File: config.mk
export PLATFORM = sky130hd
export DESIGN_NAME = reg_apb_slave_flat
export DESIGN_NICKNAME = d
export VERILOG_FILES = /design/src/rtl/reg_apb_pkg.sv /design/src/rtl/reg_apb_slave_if.sv /design/src/rtl/reg_addr_decode.sv /design/src/rtl/reg_apb_slave.sv /design/src/flat_wrapper.sv
export SDC_FILE = /design/constraint.sdc
export NUM_CORES = 1
export LEC_CHECK = 0
export ABC_AREA = 1
export BUFFER_PORTS_ARGS = -buffer_cell sky130_fd_sc_hd__clkbuf_2
export CAP_MARGIN = 20
export CORE_AREA = 2 2 148 150
export CTS_CLUSTER_DIAMETER = 80
export DETAILED_ROUTE_END_ITERATION = 12
export DIE_AREA = 0 0 150 152
export PLACE_DENSITY_LB_ADDON = 0.15
export SKIP_CTS_REPAIR_TIMING = 1
export SYNTH_ARGS = -nofsm -noshare
export SYNTH_HDL_FRONTEND = slang
export SYNTH_SLANG_ARGS = --single-unit
File: constraint.sdc
create_clock -name clk -period 3.1 [get_ports clk]
set_input_delay 0.465 -clock clk [delete_from_list [all_inputs] [get_ports clk]]
set_output_delay 0.465 -clock clk [all_outputs]
set_load 0.01 [all_outputs]
File: src/rtl/reg_apb_pkg.sv
// Shared types for the APB register slave front end.
// State encoding and index-width helper used by top and decoder.
package reg_apb_pkg;

  // Transfer sequencing: accept, strobe the register, respond.
  typedef enum logic [1:0] {
    IDLE   = 2'd0,
    STROBE = 2'd1,
    RESP   = 2'd2
  } state_e;

  // Index width for a register count; never narrower than one bit.
  function automatic int idx_width(input int n);
    if (n > 1) begin
      return $clog2(n);
    end
    return 1;
  endfunction

endpackage

File: src/rtl/reg_apb_slave_if.sv
// APB bus bundle between a master and the register slave.
// Slave drives the response side, master the request side.
interface reg_apb_slave_if #(
  parameter int ADDR_WIDTH = 12,
  parameter int DATA_WIDTH = 32
);

  logic                  psel;
  logic                  penable;
  logic                  pwrite;
  logic [ADDR_WIDTH-1:0] paddr;
  logic [DATA_WIDTH-1:0] pwdata;
  logic                  pready;
  logic [DATA_WIDTH-1:0] prdata;
  logic                  pslverr;

  modport master (
    output psel,
    output penable,
    output pwrite,
    output paddr,
    output pwdata,
    input  pready,
    input  prdata,
    input  pslverr
  );

  modport slave (
    input  psel,
    input  penable,
    input  pwrite,
    input  paddr,
    input  pwdata,
    output pready,
    output prdata,
    output pslverr
  );

endinterface

File: src/rtl/reg_addr_decode.sv
// Byte address to register index decode.
// Flags a hit only for aligned, in-window addresses.
module reg_addr_decode #(
  parameter int                    ADDR_WIDTH = 12,
  parameter int                    REG_CNT    = 8,
  parameter logic [ADDR_WIDTH-1:0] BASE_ADDR  = '0,
  parameter int                    IDX_WIDTH  = 3
) (
  input  logic [ADDR_WIDTH-1:0] paddr_i,
  output logic                  hit_o,
  output logic [IDX_WIDTH-1:0]  idx_o
);

  logic [ADDR_WIDTH-1:0] off;
  logic [ADDR_WIDTH-1:0] word;
  logic                  above;
  logic                  aligned;
  logic                  in_rng;

  // Offset from base, word index, and the three hit conditions.
  always_comb begin
    off     = paddr_i - BASE_ADDR;
    word    = off >> 2;
    above   = (paddr_i >= BASE_ADDR);
    aligned = (off[1:0] == 2'b00);
    in_rng  = (word < ADDR_WIDTH'(REG_CNT));
    hit_o   = above & aligned & in_rng;
    idx_o   = IDX_WIDTH'(word);
  end

endmodule

File: src/rtl/reg_apb_slave.sv
// APB slave front end producing per-register write/read strobes.
// Two wait states on hits let read-to-clear fields be sampled first.
module reg_apb_slave
  import reg_apb_pkg::*;
#(
  parameter int                    ADDR_WIDTH = 12,
  parameter int                    DATA_WIDTH = 32,
  parameter int                    REG_CNT    = 8,
  parameter logic [ADDR_WIDTH-1:0] BASE_ADDR  = '0
) (
  input  logic                          clk,
  input  logic                          sync_rst,
  reg_apb_slave_if.slave                apb,
  output logic [REG_CNT-1:0]            sw_wr,
  output logic [REG_CNT-1:0]            sw_rd,
  output logic [DATA_WIDTH-1:0]         sw_wr_data,
  input  logic [REG_CNT*DATA_WIDTH-1:0] reg_rd_data
);

  localparam int IDX_WIDTH = idx_width(REG_CNT);

  state_e                state_q;
  state_e                state_d;
  logic                  wr_q;
  logic                  wr_d;
  logic [IDX_WIDTH-1:0]  idx_q;
  logic [IDX_WIDTH-1:0]  idx_d;
  logic [DATA_WIDTH-1:0] wdata_q;
  logic [DATA_WIDTH-1:0] wdata_d;
  logic [REG_CNT-1:0]    sw_wr_q;
  logic [REG_CNT-1:0]    sw_wr_d;
  logic [REG_CNT-1:0]    sw_rd_q;
  logic [REG_CNT-1:0]    sw_rd_d;
  logic                  pready_q;
  logic                  pready_d;
  logic                  pslverr_q;
  logic                  pslverr_d;
  logic [DATA_WIDTH-1:0] prdata_q;
  logic [DATA_WIDTH-1:0] prdata_d;

  logic                  dec_hit;
  logic [IDX_WIDTH-1:0]  dec_idx;
  logic [REG_CNT-1:0]    dec_hot;
  logic                  access;
  logic [DATA_WIDTH-1:0] rd_slice;

  reg_addr_decode #(
    .ADDR_WIDTH (ADDR_WIDTH),
    .REG_CNT    (REG_CNT),
    .BASE_ADDR  (BASE_ADDR),
    .IDX_WIDTH  (IDX_WIDTH)
  ) u_dec (
    .paddr_i (apb.paddr),
    .hit_o   (dec_hit),
    .idx_o   (dec_idx)
  );

  // Access-phase detect, one-hot of the decoded index, selected read value.
  always_comb begin
    access   = apb.psel & apb.penable;
    dec_hot  = REG_CNT'(1) << dec_idx;
    rd_slice = reg_rd_data[idx_q*DATA_WIDTH +: DATA_WIDTH];
  end

  // Next-state and registered-output computation for the transfer FSM.
  always_comb begin
    state_d   = state_q;
    wr_d      = wr_q;
    idx_d     = idx_q;
    wdata_d   = wdata_q;
    sw_wr_d   = '0;
    sw_rd_d   = '0;
    pready_d  = 1'b0;
    pslverr_d = 1'b0;
    prdata_d  = prdata_q;
    case (state_q)
      IDLE: begin
        prdata_d = '0;
        if (access) begin
          wr_d    = apb.pwrite;
          idx_d   = dec_idx;
          wdata_d = apb.pwdata;
          if (dec_hit) begin
            state_d = STROBE;
            sw_wr_d = apb.pwrite ? dec_hot : '0;
            sw_rd_d = apb.pwrite ? '0 : dec_hot;
          end else begin
            state_d   = RESP;
            pready_d  = 1'b1;
            pslverr_d = 1'b1;
          end
        end
      end
      STROBE: begin
        if (!apb.psel) begin
          state_d = IDLE;
        end else begin
          state_d  = RESP;
          pready_d = 1'b1;
        end
        // Capture at the strobe edge so a read-to-clear field
        // still presents its pre-clear value.
        prdata_d = wr_q ? '0 : rd_slice;
      end
      RESP: begin
        state_d  = IDLE;
        prdata_d = '0;
      end
      default: begin
        state_d  = IDLE;
        prdata_d = '0;
      end
    endcase
  end

  // State and output registers; reset drops any transfer in flight.
  always_ff @(posedge clk) begin
    if (sync_rst) begin
      state_q   <= IDLE;
      wr_q      <= 1'b0;
      idx_q     <= '0;
      wdata_q   <= '0;
      sw_wr_q   <= '0;
      sw_rd_q   <= '0;
      pready_q  <= 1'b0;
      pslverr_q <= 1'b0;
      prdata_q  <= '0;
    end else begin
      state_q   <= state_d;
      wr_q      <= wr_d;
      idx_q     <= idx_d;
      wdata_q   <= wdata_d;
      sw_wr_q   <= sw_wr_d;
      sw_rd_q   <= sw_rd_d;
      pready_q  <= pready_d;
      pslverr_q <= pslverr_d;
      prdata_q  <= prdata_d;
    end
  end

  // All outputs come straight from flops.
  always_comb begin
    sw_wr       = sw_wr_q;
    sw_rd       = sw_rd_q;
    sw_wr_data  = wdata_q;
    apb.pready  = pready_q;
    apb.pslverr = pslverr_q;
    apb.prdata  = prdata_q;
  end

endmodule

File: src/flat_wrapper.sv
// flat-port wrapper written by rule: the top's interface ports become plain ports
module reg_apb_slave_flat import reg_apb_pkg::*;
#(
  parameter int                    ADDR_WIDTH = 12,
  parameter int                    DATA_WIDTH = 32,
  parameter int                    REG_CNT    = 8,
  parameter logic [ADDR_WIDTH-1:0] BASE_ADDR  = '0
)
  (clk, sync_rst, sw_wr, sw_rd, sw_wr_data, reg_rd_data, apb_psel, apb_penable, apb_pwrite, apb_paddr, apb_pwdata, apb_pready, apb_prdata, apb_pslverr);
  reg_apb_slave_if #(.ADDR_WIDTH(ADDR_WIDTH), .DATA_WIDTH(DATA_WIDTH)) apb_i ();
  input  logic clk;
  input  logic sync_rst;
  output logic [REG_CNT-1:0] sw_wr;
  output logic [REG_CNT-1:0] sw_rd;
  output logic [DATA_WIDTH-1:0] sw_wr_data;
  input  logic [REG_CNT*DATA_WIDTH-1:0] reg_rd_data;
  input wire logic [$bits(apb_i.psel)-1:0] apb_psel;
  input wire logic [$bits(apb_i.penable)-1:0] apb_penable;
  input wire logic [$bits(apb_i.pwrite)-1:0] apb_pwrite;
  input wire logic [$bits(apb_i.paddr)-1:0] apb_paddr;
  input wire logic [$bits(apb_i.pwdata)-1:0] apb_pwdata;
  output wire logic [$bits(apb_i.pready)-1:0] apb_pready;
  output wire logic [$bits(apb_i.prdata)-1:0] apb_prdata;
  output wire logic [$bits(apb_i.pslverr)-1:0] apb_pslverr;
  assign apb_i.psel = apb_psel;
  assign apb_i.penable = apb_penable;
  assign apb_i.pwrite = apb_pwrite;
  assign apb_i.paddr = apb_paddr;
  assign apb_i.pwdata = apb_pwdata;
  assign apb_pready = apb_i.pready;
  assign apb_prdata = apb_i.prdata;
  assign apb_pslverr = apb_i.pslverr;
  reg_apb_slave #(.ADDR_WIDTH(ADDR_WIDTH), .DATA_WIDTH(DATA_WIDTH), .REG_CNT(REG_CNT), .BASE_ADDR(BASE_ADDR)) u_core (.clk(clk), .sync_rst(sync_rst), .apb(apb_i), .sw_wr(sw_wr), .sw_rd(sw_rd), .sw_wr_data(sw_wr_data), .reg_rd_data(reg_rd_data));
endmodule
# --- Yosys cells after proc, flatten, opt, wreduce, memory -nomap -nowiden ---
# Cells that the tools add are included.
word_totals:
  in_bits: 305
  latchBits: 0
  regBits: 88
  romBits: 0
  output_inout_bits: 82
  mem_bits_rw: 0
  mem_count: 0
op_classes:
  bitwise_logic: 8
  n_mux: 8
  n_addsub: 0
  eq_ne: 2
  shift: 2
  reduce_logical: 7
  div: 0
  n_mul: 0
  n_lt_le_gt_ge: 2
ops:
  columns: ["op", "n"]
  rows:
  - ["$shiftx A256 B9 Y32", 1]
  - ["$ge A12 B1 Y1 const B", 1]
  - ["$lt A10 B4 Y1 const B", 1]
  - ["$reduce_or A5 Y1", 2]
  - ["$shl A1 B3 Y8 const A", 1]
  - ["$mux W2", 3]
  - ["$not A1 Y1", 5]
  - ["$logic_not A2 Y1", 2]
  - ["$pmux W2 S2", 1]
  - ["$and A1 B1 Y1", 3]
  - ["$mux W1", 3]
  - ["$reduce_or A3 Y1", 1]
  - ["$eq A2 B1 Y1 const B", 1]
  - ["$ne A2 B1 Y1 const B", 1]
  - ["$pmux W1 S2", 1]
  - ["$reduce_and A2 Y1", 1]
  - ["$reduce_or A2 Y1", 1]

# --- Longest topological paths before layout ---
logic_depth:
  word_depth: 6
  mapped_depth: 8

# --- Hierarchy ---
# Synthesis repeated with hierarchy kept, for this count alone.
hier_totals:
  hier_cells: 1115
  hier_area_um2: 5970.7
by_module_without_submodules:
  columns: ["mod", "instances", "area_each_um2", "cells_per_inst", "seq_area_each_um2"]
  rows:
  - ["reg_apb_slave", 1, 5916.9, 1104, 1761.7]
  - ["reg_addr_decode", 1, 53.8, 11, 0.0]

# --- Worst setup path before layout ---
# Ideal clock, no wire load.
synth_path:
  path_type: "in2reg"
  start: "in apb_paddr[9]"
  end: "reg u_core.sw_rd_q[0] (netlist: u_core.sw_rd[0])"
  required_ns: 3.033
  arrival_time_ns: 1.152
  path_slack_ns: 1.881
  n_path_buf: 0
  cell_stages: 5
  cell_sequence: "nor2_1 > nand3_1 > nor2_1 > nand3_2 > nor2_1"
synth_between:
  elab_chain_cells: 5
  elab_cells_between_ends: 6
  cone_classes: "order compare: 2; bitwise: 3; reduce/logical: 1"
synth_rtl:
  columns: ["element", "line_no", "source"]
  rows:
  - ["start, declared", "flat_wrapper.sv:20", "input wire logic [$bits(apb_i.paddr)-1:0] apb_paddr;"]
  - ["$ge A12 B1 Y1", "reg_addr_decode.sv:24", "above = (paddr_i >= BASE_ADDR);"]
  - ["$and A1 B1 Y1", "reg_addr_decode.sv:27", "hit_o = above & aligned & in_rng;"]
  - ["$and A1 B1 Y1 (*)", "reg_addr_decode.sv:27", null]
  - ["$not A1 Y1 (no source line) (*)", null, null]
  - ["$reduce_or A5 Y1 (no source line) (*)", null, null]
  - ["end signal, assigned", "reg_apb_slave.sv:134", "sw_rd_q <= sw_rd_d;"]
  - ["end, declared", "reg_apb_slave.sv:32", "logic [REG_CNT-1:0] sw_rd_q;"]
# Every way passes the cells marked *; elsewhere a longest branch is shown, timed or not.
# A chain may end at the register's enable or synchronous reset.

# --- Final worst setup path ---
layout_path:
  start: "reg u_core.idx_q[1]"
  end: "reg u_core.prdata_q[11] (netlist: u_core.apb.prdata[11])"
layout_between:
  elab_chain_cells: 1
layout_rtl:
  columns: ["element", "line_no", "source"]
  rows:
  - ["start, declared", "reg_apb_slave.sv:26", "logic [IDX_WIDTH-1:0] idx_q;"]
  - ["start signal, assigned", "reg_apb_slave.sv:131", "idx_q <= idx_d;"]
  - ["$shiftx A256 B9 Y32", "reg_apb_slave.sv:62", "rd_slice = reg_rd_data[idx_q*DATA_WIDTH +: DATA_WIDTH];"]
  - ["end signal, assigned", "reg_apb_slave.sv:137", "prdata_q <= prdata_d;"]
  - ["end, declared", "reg_apb_slave.sv:38", "logic [DATA_WIDTH-1:0] prdata_q;"]
# Every way passes these cells.

==> flow_summary.yaml <==
die:
  design.core.area_um2: 21350
  initial_core_util_pct: 27.80
  io-pin-count: 387
  fp.dieW_um: 150
  die_area_um2: 22800
  fp.dieH_um: 152
  rows: 54
global_routing:
  overflow: 0
  gr-usage-all-layers_pct: 19.09
  antenna_found_initial: 0
  grt_pass1_wl_um: 34960
  grt_pass1_vias: 6963
  grt_max_degree: 75
clock_network:
  clkTransAtPathRegs_ns: 0.08
  cts_sinks: 88
  worstSkewPairLatency_ns: 0.35
  root_buffer: "clkbuf_16"
  clockBufferDepth: 2
  cts-buffers-inserted: 9
  cts_tree: "yes"
  h-tree-depth: 3
timing:
  tns_ns: 0
  slew_violations: 0
  fin_crit_sh_pct: 56.57
  finalHoldViolCount: 0
  finalCriticalPeriod_ns: 1.754
  max_freq_mhz: 570.2
  finClkSkew_ns: 0.009174
  tightest_slew_ns: 0.9195
  finalWorstSetupSlack_ns: 1.346
  max-slew-margin-rel_pct: 38.70
  finalSetupViolCount: 0
  rsz0062_at_grt: "no"
worst_setup_path:
  cp-start-kind: "register"
  ff2ff_setup_slack_ns: 1.35
  setup.worst_path.class: "reg2reg"
  rr_worst_depth: 6
  max_stage_delay_ns: 0.65
  worst-path-stages: 6
  endpoint: "u_core.apb.prdata[11]"
  crit_slowest_cell: "inv_2"
  arrival_ns: 2.05
  cp_cell_sequence: "inv_2 > buf_4 > nand3_1 > nand3_1 > nand2_1 > nor2_1"
  timing.rr.end: "u_core.apb.prdata[11]"
  crit_family: "buffers and inverters"
  cp-startpoint: "u_core.idx_q[1]"
  path_buf_inv: 2
  cp_common_cell: "nand3_1"
  reg2reg_from: "u_core.idx_q[1]"
  path_max_fanout: 43
  worstSetupEndpointType: "register"
  worstPathRequired_ns: 3.40
routing:
  antenna_left: 0
  drt_pass1_iterations: 4
  vias: 7371
  drc: 0
  wl_um: 22420
  viasPerCell: 4.229
  drt-initial-drc-count: 392
  wl_per_cell_um: 12.86
worst_hold_path:
  hold_depth: 3
  min_path_type: "in2reg"
synth:
  synth_cell_types: 14
  synthCells: 1111
  seq_area_frac_synth_pct: 29.69
  ys_warn_count: 0
  ys_ff_latch: 88
  synth_area_um2: 5934
  postSynthAreaPerCell_um2: 5.342
  synthesis.nets: 1416
outcome:
  status: "complete, no violations"
cells_and_area:
  nets: 1763
  syn_to_final_growth_pct: 40.63
  final_common_cell: "clkbuf_2"
  fin_util_pct: 39.09
  antenna_cells: 0
  layout-drive-gt1-share_pct: 28.91
  layout_common_cells: "clkbuf_2 (386), nand2_1 (324), inv_1 (264), nand3_1 (171), nor2_1 (152)"
  fill_cells: 2468
  stdcell_count: 1743
pwr:
  cellPowerDensity_nw_per_um2: 362.1
  peakVddDrop_mv: 0.2563
  power.leakage_nw: 5.352
place:
  place_inst: 1727
  place_congestion: 0.8186
  place_hpwl_um: 16850
  port_buffers: 386
  dp_slack_ns: 1.302
flow_run:
  cap_violations: 0
Yosys cell counts (all sizes together):
library cell,count,area (um^2)
clkbuf,15,56.30
nand3,173,875.8
nor2,154,578.1
nand4,1,6.260
nor3,1,5.000
nand2,324,1216
o21ai,38,190.2
inv,266,998.5
a21oi,4,20.02
dfxtp,88,1762
buf,47,226.5
registers in the layout, summed over array words and instances (netlist names):
name / flops
u_core.sw_rd: 8
u_core.idx_q: 3
u_core.sw_wr_data: 32
u_core.apb.pslverr: 1
u_core.sw_wr: 8
u_core.wr_q: 1
u_core.apb.pready: 1
u_core.apb.prdata: 32
u_core.state_q: 2
tightest hold or removal path, stage by stage:
cell,delay [ns]
clkbuf_2,0.07
nor2_1,0.03
nor2_1,0.08
how the worst min path moves through the flow:
stage	start	endpoint	slack, ns
4_1_cts	apb_pwdata[18]	u_core.sw_wr_data[18]	0.32
2_1_floorplan	u_core.wr_q	u_core.apb.prdata[30]	0.50
6_report	apb_pwdata[18]	u_core.sw_wr_data[18]	0.33
5_1_grt	apb_pwdata[4]	u_core.sw_wr_data[4]	0.33
3_5_place_dp	u_core.sw_wr_data[20]	u_core.sw_wr_data[20]	0.50
3_3_place_gp	u_core.sw_wr_data[3]	u_core.sw_wr_data[3]	0.49
logic make-up (layout without fill, tap and decap cells):
kind of cell	after synthesis	after routing	synth area share [%]
DFF	88	88	29.69
and+or+nand+nor	653	653	45.18
AOI/OAI and AO/OA	42	42	3.542
buffers and inverters	328	680	21.59
per-stage QoR:
stage / hold slack, ns / area (um^2) / total power [W]
2_1_floorplan: 0.4999 / 5934 / 0.001635
3_3_place_gp: 0.4934 / 8055 / 0.001957
3_5_place_dp: 0.4995 / 8055 / 0.001954
4_1_cts: 0.3192 / 8346 / 0.003067
5_1_grt: 0.3306 / 8346 / 0.003220
6_report: 0.3276 / 8346 / 0.003022
final cells by class:
type	count	area, um^2	share of cell area (%)
tap	280	350.3	4.198
inverter	266	1001	11.99
multi-input combinational	695	2902	34.77
clock buffer	9	225.2	2.699
sequential	88	1768	21.18
clock inverter	7	65.06	0.7796
timing repair buffer	398	2034	24.38
power breakdown:
part | leakage (nW) | internal, W | switching, W
combinational | 4.49 | 0.000319 | 0.000410
sequential | 0.717 | 0.00116 | 0.0000277
clock | 0.145 | 0.000562 | 0.000539
total | 5.35 | 0.00204 | 0.000977
layer usage:
metal  vias up  GRT usage, %  share of wire (%)
met5         -             0                  0
met4         0         6.065                2.3
met3        25         5.495                8.6
met2       257         33.03                 48
met1      3163         22.57                 41
li1       3926             -                  -
(Power assumes the default switching activity.)
